**src/rtl/alu_seq_if.sv**
```systemverilog
// Request/response bundle for alu_seq: operand request handshake in, registered result handshake out.
interface alu_seq_if #(
  parameter int D_WIDTH = 32
);
  logic               in_valid;
  logic               in_ready;
  logic               alusrc;
  logic [2:0]         aluctrl;
  logic [D_WIDTH-1:0] aluop1;
  logic [D_WIDTH-1:0] immop;
  logic [D_WIDTH-1:0] regop2;
  logic               out_valid;
  logic               out_ready;
  logic [D_WIDTH-1:0] aluout;
  logic               eq;

  modport master (
    output in_valid, alusrc, aluctrl, aluop1, immop, regop2, out_ready,
    input  in_ready, out_valid, aluout, eq
  );

  modport slave (
    input  in_valid, alusrc, aluctrl, aluop1, immop, regop2, out_ready,
    output in_ready, out_valid, aluout, eq
  );
endinterface

```
**src/rtl/alu_seq.sv**
```systemverilog
// Handshaked ALU with a registered result stage; define ALU_SEQ_MUL_EN to build the
// iterative radix-2 multiplier for opcode 111 (otherwise 111 returns 0 in one cycle).
module alu_seq #(
  parameter  int D_WIDTH = 32,
  localparam int SH_W    = $clog2(D_WIDTH)
) (
  input  logic       clk,
  input  logic       rst_n,
  alu_seq_if.slave   bus
);

  function automatic logic [D_WIDTH-1:0] alu_comb(input logic [2:0]         op,
                                                  input logic [D_WIDTH-1:0] a,
                                                  input logic [D_WIDTH-1:0] b);
    logic signed [D_WIDTH-1:0] sa;
    logic signed [D_WIDTH-1:0] sb;
    logic [D_WIDTH-1:0]        r;
    sa = a;
    sb = b;
    case (op)
      3'b000:  r = a + b;
      3'b001:  r = a - b;
      3'b010:  r = a & b;
      3'b011:  r = a | b;
      3'b100:  r = a ^ b;
      3'b101:  r = a << b[SH_W-1:0];
      3'b110:  r = {{(D_WIDTH-1){1'b0}}, (sa < sb)};
      default: r = '0;
    endcase
    return r;
  endfunction

  logic [D_WIDTH-1:0] op2;
  logic               accept;
  logic               rdy;
  logic               wr_en;
  logic [D_WIDTH-1:0] wr_data;
  logic               vld_p1;
  logic [D_WIDTH-1:0] res_p1;
  logic               eq_p1;

  assign op2    = bus.alusrc ? bus.immop : bus.regop2;
  assign accept = bus.in_valid && rdy;

`ifdef ALU_SEQ_MUL_EN
  typedef enum logic {IDLE = 1'b0, MUL = 1'b1} state_t;

  localparam logic [SH_W-1:0] CNT_LAST = SH_W'(D_WIDTH - 1);

  state_t             state;
  state_t             state_nxt;
  logic [SH_W-1:0]    cnt_p1;
  logic [D_WIDTH-1:0] mcand_p1;
  logic [D_WIDTH-1:0] mplier_p1;
  logic [D_WIDTH-1:0] prod_p1;
  logic [D_WIDTH-1:0] prod_sum;

  assign prod_sum = prod_p1 + (mplier_p1[0] ? mcand_p1 : '0);

  always_comb begin
    state_nxt = state;
    rdy       = 1'b0;
    wr_en     = 1'b0;
    wr_data   = '0;
    case (state)
      IDLE: begin
        rdy = rst_n && (!vld_p1 || bus.out_ready);
        if (bus.in_valid && rdy) begin
          if (bus.aluctrl == 3'b111) begin
            state_nxt = MUL;
          end else begin
            wr_en   = 1'b1;
            wr_data = alu_comb(bus.aluctrl, bus.aluop1, op2);
          end
        end
      end
      MUL: begin
        if (cnt_p1 == CNT_LAST) begin
          state_nxt = IDLE;
          wr_en     = 1'b1;
          wr_data   = prod_sum;
        end
      end
      default: state_nxt = IDLE;
    endcase
  end

  always_ff @(posedge clk) begin
    if (!rst_n) begin
      state  <= IDLE;
      cnt_p1 <= '0;
    end else begin
      state <= state_nxt;
      if (state == MUL) cnt_p1 <= (cnt_p1 == CNT_LAST) ? '0 : cnt_p1 + SH_W'(1);
      else              cnt_p1 <= '0;
    end
  end

  // Multiplier datapath: multiplicand shifts up, multiplier shifts down, LSB first.
  always_ff @(posedge clk) begin
    if (accept) begin
      mcand_p1  <= bus.aluop1;
      mplier_p1 <= op2;
      prod_p1   <= '0;
    end else if (state == MUL) begin
      prod_p1   <= prod_sum;
      mcand_p1  <= mcand_p1 << 1;
      mplier_p1 <= mplier_p1 >> 1;
    end
  end
`else
  always_comb begin
    rdy     = rst_n && (!vld_p1 || bus.out_ready);
    wr_en   = bus.in_valid && rdy;
    wr_data = alu_comb(bus.aluctrl, bus.aluop1, op2);
  end
`endif

  // Output stage: a fresh write wins over a drain in the same cycle.
  always_ff @(posedge clk) begin
    if (!rst_n) begin
      vld_p1 <= 1'b0;
      res_p1 <= '0;
      eq_p1  <= 1'b0;
    end else begin
      if (wr_en) begin
        vld_p1 <= 1'b1;
        res_p1 <= wr_data;
      end else if (vld_p1 && bus.out_ready) begin
        vld_p1 <= 1'b0;
      end
      if (accept) eq_p1 <= (bus.aluop1 == op2);
    end
  end

  assign bus.in_ready  = rdy;
  assign bus.out_valid = vld_p1;
  assign bus.aluout    = res_p1;
  assign bus.eq        = eq_p1;

endmodule

```
**src/flat_wrapper.sv**
```systemverilog
// flat-port wrapper written by rule: the top's interface ports become plain ports
module alu_seq_flat 
#(
  parameter  int D_WIDTH = 32,
  localparam int SH_W    = $clog2(D_WIDTH)
)
  (clk, rst_n, bus_in_valid, bus_alusrc, bus_aluctrl, bus_aluop1, bus_immop, bus_regop2, bus_out_ready, bus_in_ready, bus_out_valid, bus_aluout, bus_eq);
  alu_seq_if #(.D_WIDTH(D_WIDTH)) bus_i ();
  input  logic clk;
  input  logic rst_n;
  input wire logic [$bits(bus_i.in_valid)-1:0] bus_in_valid;
  input wire logic [$bits(bus_i.alusrc)-1:0] bus_alusrc;
  input wire logic [$bits(bus_i.aluctrl)-1:0] bus_aluctrl;
  input wire logic [$bits(bus_i.aluop1)-1:0] bus_aluop1;
  input wire logic [$bits(bus_i.immop)-1:0] bus_immop;
  input wire logic [$bits(bus_i.regop2)-1:0] bus_regop2;
  input wire logic [$bits(bus_i.out_ready)-1:0] bus_out_ready;
  output wire logic [$bits(bus_i.in_ready)-1:0] bus_in_ready;
  output wire logic [$bits(bus_i.out_valid)-1:0] bus_out_valid;
  output wire logic [$bits(bus_i.aluout)-1:0] bus_aluout;
  output wire logic [$bits(bus_i.eq)-1:0] bus_eq;
  assign bus_i.in_valid = bus_in_valid;
  assign bus_i.alusrc = bus_alusrc;
  assign bus_i.aluctrl = bus_aluctrl;
  assign bus_i.aluop1 = bus_aluop1;
  assign bus_i.immop = bus_immop;
  assign bus_i.regop2 = bus_regop2;
  assign bus_i.out_ready = bus_out_ready;
  assign bus_in_ready = bus_i.in_ready;
  assign bus_out_valid = bus_i.out_valid;
  assign bus_aluout = bus_i.aluout;
  assign bus_eq = bus_i.eq;
  alu_seq #(.D_WIDTH(D_WIDTH)) u_core (.clk(clk), .rst_n(rst_n), .bus(bus_i));
endmodule
```
**config.mk**
```make
export PLATFORM = sky130hd
export DESIGN_NAME = alu_seq_flat
export DESIGN_NICKNAME = d
export VERILOG_FILES = /design/src/rtl/alu_seq_if.sv /design/src/rtl/alu_seq.sv /design/src/flat_wrapper.sv
export SDC_FILE = /design/constraint.sdc
export NUM_CORES = 1
export LEC_CHECK = 0
export CAP_MARGIN = 40
export CORE_MARGIN = 2
export CORE_UTILIZATION = 45
export DETAILED_ROUTE_END_ITERATION = 7
export PLACE_DENSITY = 0.66
export SYNTH_ARGS = -nofsm -noshare
export SYNTH_HDL_FRONTEND = slang
export SYNTH_SLANG_ARGS = --single-unit
```
**constraint.sdc**
```tcl
create_clock -name clk -period 9.95 [get_ports clk]
set_clock_uncertainty 0.1 [all_clocks]
set_input_delay 2.4875 -clock clk [delete_from_list [all_inputs] [get_ports clk]]
set_output_delay 2.4875 -clock clk [all_outputs]
set_load 0.02 [all_outputs]
```
# After elaboration in Yosys (flattened, before gate mapping)

Cells that the tools add are included.

Register bits after elaboration: 34
Bits in latches: 0
Memory bits (writable): 0
ROM bits: 0
Output and inout port bits: 35
Memories kept: 0

$add $sub $neg: 2
Multiply operators: 0
Div/mod/pow operators: 0
$lt $le $gt $ge: 1
Equal/unequal tests: 7
Shift-type cells: 1
Multiplexer cells: 4
Bitwise logic cells: 3
Reduce and logical (&&, ||, !) cells: 7

Operator list:

| kind                                                 | number |
|---|---|
| case mux 32 bit (7 select lines)                     | 1 |
| adder 32 bit                                         | 1 |
| AND 32 bit                                           | 1 |
| equality test 32 bit                                 | 1 |
| < comparator 32 bit                                  | 1 |
| 2-to-1 mux 32 bit                                    | 1 |
| bitwise OR 32 bit                                    | 1 |
| left shift 32 x 5 -> 32 bit                          | 1 |
| subtractor 32 bit                                    | 1 |
| bitwise XOR 32 bit                                   | 1 |
| equality test 3 bit (second input constant)          | 3 |
| equality test 3 x 2 -> 1 bit (second input constant) | 2 |
| equality test 3 x 1 -> 1 bit (second input constant) | 1 |
| logical AND 1 bit                                    | 3 |
| zero test 3 bit                                      | 1 |
| 2-to-1 mux 1 bit                                     | 2 |
| nonzero test 2 bit                                   | 1 |
| zero test 1 bit                                      | 1 |
| logical OR 1 bit                                     | 1 |

# Logic depth before layout (Yosys ltp)

Word-level depth: 5
Depth in mapped cells: 17

# Least setup slack after synthesis

OpenSTA, ideal clock, no wires.

Kind: input -> register
Start point: input bus_alusrc
End point: register u_core.res_p1[15] (netlist: u_core.bus.aluout[15])
Setup time: 0.122 ns
Arrival time: 5.994 ns
Setup slack: 3.734 ns
Cell stages on the path: 15
Path buffers: 4
Path through: buf_6 -> buf_2 -> buf_1 -> mux2i_1 -> ha_1 -> clkbuf_1 -> or3b_2 -> a31oi_1 -> or2_2 -> o21ai_0 -> a21oi_1 -> nor2_1 -> mux2_2 -> xor2_1 -> a221o_1

Cells in the longest elaborated chain, start to end: 3

RTL lines:

| element                                   | RTL line           | RTL |
|---|---|---|
| start: declaration                        | flat_wrapper.sv:12 | `input wire logic [$bits(bus_i.alusrc)-1:0] bus_alusrc;` |
| 2-to-1 mux 32 bit (*)                     | alu_seq.sv:42      | `assign op2 = bus.alusrc ? bus.immop : bus.regop2;` |
| subtractor 32 bit (tied with other cells) | alu_seq.sv:22      | `3'b001: r = a - b;` |
| case mux 32 bit (7 select lines) (*)      | alu_seq.sv:20      | `case (op)` |
| end signal: assignment                    | alu_seq.sv:128     | `res_p1 <= wr_data;` |
| end: declaration                          | alu_seq.sv:39      | `logic [D_WIDTH-1:0] res_p1;` |

Every way passes the cells marked *; elsewhere a longest branch is shown, timed or not.
A chain may end at the register's enable or synchronous reset.

# Final worst setup path

Start point: input bus_alusrc
End point: register u_core.res_p1[30] (netlist: u_core.bus.aluout[30])

Same word-level chain as after synthesis.

==> impl_metrics.yaml <==
route:
  drt_iter0_drc: 1127
  drc: 0
  routedWlPerCell_um: 24.13
  ant_nets: 0
  vias: 10480
  routed_wl_um: 38930
  vias_per_cell: 6.495
  drt_pass1_iterations: 6
pwr:
  ir_drop_v: 0.00006232
  total_power_mw: 1.007
  p_leak_nw: 4.458
  powerDensity_mw_per_mm2: 95.07
final_layout:
  multiInputGateArea_sq_mm: 0.007488
  nFillCells: 1942
  drive_gt1_frac: 0.05415
  fin_nets: 1564
  antenna_cells: 0
  synthToLayoutAreaGrowth_pct: 18.90
  area.sequential_sq_um: 680.7
clock_tree:
  cts_resized: 0
  cts_sinks: 34
  cts_hold_buf: 0
  cts_tree: "built"
  clk_latency_ps: 290
  cts_buffer_depth: 2
  cts_setup_buffers: 0
  cts_root_buffer: "clkbuf_16"
  cts_made_buffers: 5
  cts_htree_levels: 2
  path_clk_slew_ps: 60
synthesis:
  synth-seq-area-share: 0.07640
  synth_top_area_frac: 0.1559
  synth_compound_area_frac: 0.3008
  synth_simple_gate_area_share: 0.2107
  syn_inst: 1272
  async_reset_ff_frac: 0
  ys_types: 82
  synthAdderAreaFrac: 0.1604
  synth_common_cells: "nand2_1 (134), ha_1 (111), a21oi_1 (110)"
  synth_fp_nets: 1489
  synthMuxAreaShare: 0.1426
  post-synth-top-area-cell: "ha_1"
  synth-edff-count: 0
  post-synth-top-count-cell: "nand2_1"
  synth_top_family_by_area: "compound AO/OA/AOI/OAI gates"
  yosys_warnings: 0
  synthesis.area_sq_mm: 0.008909
  synth_area_leaders: "ha_1 (16%), mux2i_1 (9.3%), dfxtp_1 (7.6%)"
  avgSynthCellArea_sq_um: 7.004
  synth_seq_cells: 34
  synthFlopType: "dfxtp_1"
  synth_xor_area_frac: 0.02458
hold_path:
  worstHoldPathType: "flop to flop"
  hold_start: "u_core.bus.aluout[8]"
  hold_end: "u_core.bus.aluout[8]"
  hold_path_depth: 2
job:
  maxCapViolCount: 0
placed_design:
  io_buffers: 138
  hpwlAfterDp_um: 29890
  gp_congestion: 1.018
  pre_cts_ws_ps: 2767
floorplanning:
  coreArea_sq_mm: 0.01946
  start_util: 0.4577
  die_y_um: 144.7
  row_count: 51
  dieArea_sq_mm: 0.02094
  pin_count: 139
  dieWidth_um: 144.7
sta:
  finalHoldViolCount: 0
  slew_headroom: 0.3308
  period_needed_ps: 6906
  fin_crit_sh: 0.6941
  setup_ws_ps: 3044
  rsz0062_at_grt: "no"
  setup_viol: 0
  setup_tns_ps: 0
  drv_slew: 0
  worstMarginPinSlew_ps: 978.5
  clock.fmax_ghz: 0.1448
setup_path:
  r2r_slack_ps: 7530
  crit_path_end_kind: "flop"
  crit_fanout: 22
  r2r_start: "u_core.bus.out_valid"
  critPathArrivalTime_ps: 6990
  required_ps: 10030
  r2r_end: "u_core.bus.aluout[30]"
  r2r_cells: 9
  criticalPathCategory: "input port to flop"
  worst_setup_path_start_kind: "input port"
global_routing:
  grt_pass1_wl_um: 57740
  grt_max_degree: 68
  grt_overflow: 0
  grt_use_total: 0.3664
  grt_pass1_vias: 9469
  antenna_found_initial: 1
status:
  status: "complete, no violations"
[worst max-delay path by stage]
stage | cells past startpoint | end | startpoint
3_5_place_dp | 15 | u_core.bus.aluout[30] | bus_alusrc
6_report | 15 | u_core.bus.aluout[30] | bus_alusrc
4_1_cts | 15 | u_core.bus.aluout[30] | bus_alusrc
3_3_place_gp | 12 | u_core.bus.aluout[31] | bus_alusrc
2_1_floorplan | 15 | u_core.bus.aluout[15] | bus_alusrc
5_1_grt | 15 | u_core.bus.aluout[30] | bus_alusrc
[area by class of cell]
class	instances	area share
sequential	34	0.06426
inverter	107	0.03792
tap	265	0.03130
multi-input combinational	1045	0.7069
clock buffer	8	0.01571
timing repair buffer	154	0.1439
[kinds of logic (layout without fill, tap and decap cells)]
| kind of cell | after synthesis | after routing |
|---|---|---|
| xor gates and xnor gates | 25 | 25 |
| and+or+nand+nor | 396 | 396 |
| adders and majority gates | 113 | 113 |
| AOI/OAI and AO/OA | 406 | 406 |
| buffers and inverters | 193 | 269 |
| muxes | 105 | 105 |
| DFF | 34 | 34 |
[worst max-delay path: stages]
cell and delay [ps]:
buf_2 620, mux2i_4 330, inv_1 240, ha_1 240
inv_1 70, fa_1 430, nor2b_1 210, o211ai_1 140
a2111oi_2 610, nor3_2 220, a31oi_1 560, a41oi_1 240
xnor2_1 180, nor2_1 50, o311a_1 340
[through the flow]
step | instances | instance area [sq um] | hold slack, ps | util
6_report | 1613 | 10590 | 355.1 | 0.5443
2_1_floorplan | 1272 | 8909 | 439.4 | -
3_3_place_gp | 1600 | 10360 | 340.8 | 0.5321
5_1_grt | 1613 | 10590 | 383.9 | 0.5443
4_1_cts | 1613 | 10590 | 362.7 | 0.5443
3_5_place_dp | 1605 | 10430 | 349.9 | 0.5357
[report_power, final]
group,switching [mW],internal (mW)
clock network,0.0739,0.114
logic,0.418,0.250
registers,0.00663,0.145
[flip-flops by register name, summed over array words and instances, names as in the netlist]
| name | flops |
|---|---|
| u_core.bus.aluout | 32 |
| u_core.bus.eq | 1 |
| u_core.bus.out_valid | 1 |
[routing by layer]
layer	global-route usage	up-vias	wire length, um
li1	-	4801	-
met2	0.5575	669	16580
met4	0.1150	2	1354
met5	0	-	14
met1	0.5167	4907	16660
met3	0.07799	97	4311
[cell usage in the layout (no fill, tap or decap), drive strengths merged, types with 6 or more instances in the layout]
| cell type | instances |
|---|---|
| a211o | 7 |
| a211oi | 16 |
| a21o | 7 |
| a21oi | 110 |
| a221o | 8 |
| a221oi | 11 |
| a22oi | 11 |
| a31oi | 19 |
| and2 | 16 |
| buf | 18 |
| clkbuf | 8 |
| clkdlybuf4s50 | 136 |
| dfxtp | 34 |
| ha | 111 |
| inv | 104 |
| mux2i | 86 |
| mux4 | 14 |
| nand2 | 134 |
| nand2b | 13 |
| nand3 | 21 |
| nand4 | 6 |
| nor2 | 94 |
| nor2b | 19 |
| nor3 | 43 |
| nor4 | 13 |
| o211ai | 21 |
| o21a | 8 |
| o21ai | 93 |
| o21bai | 6 |
| o221ai | 19 |
| o22ai | 10 |
| o311a | 6 |
| o31ai | 7 |
| or2 | 6 |
| or3 | 11 |
| xnor2 | 20 |
Note: power is estimated with default switching activity, not from simulation.
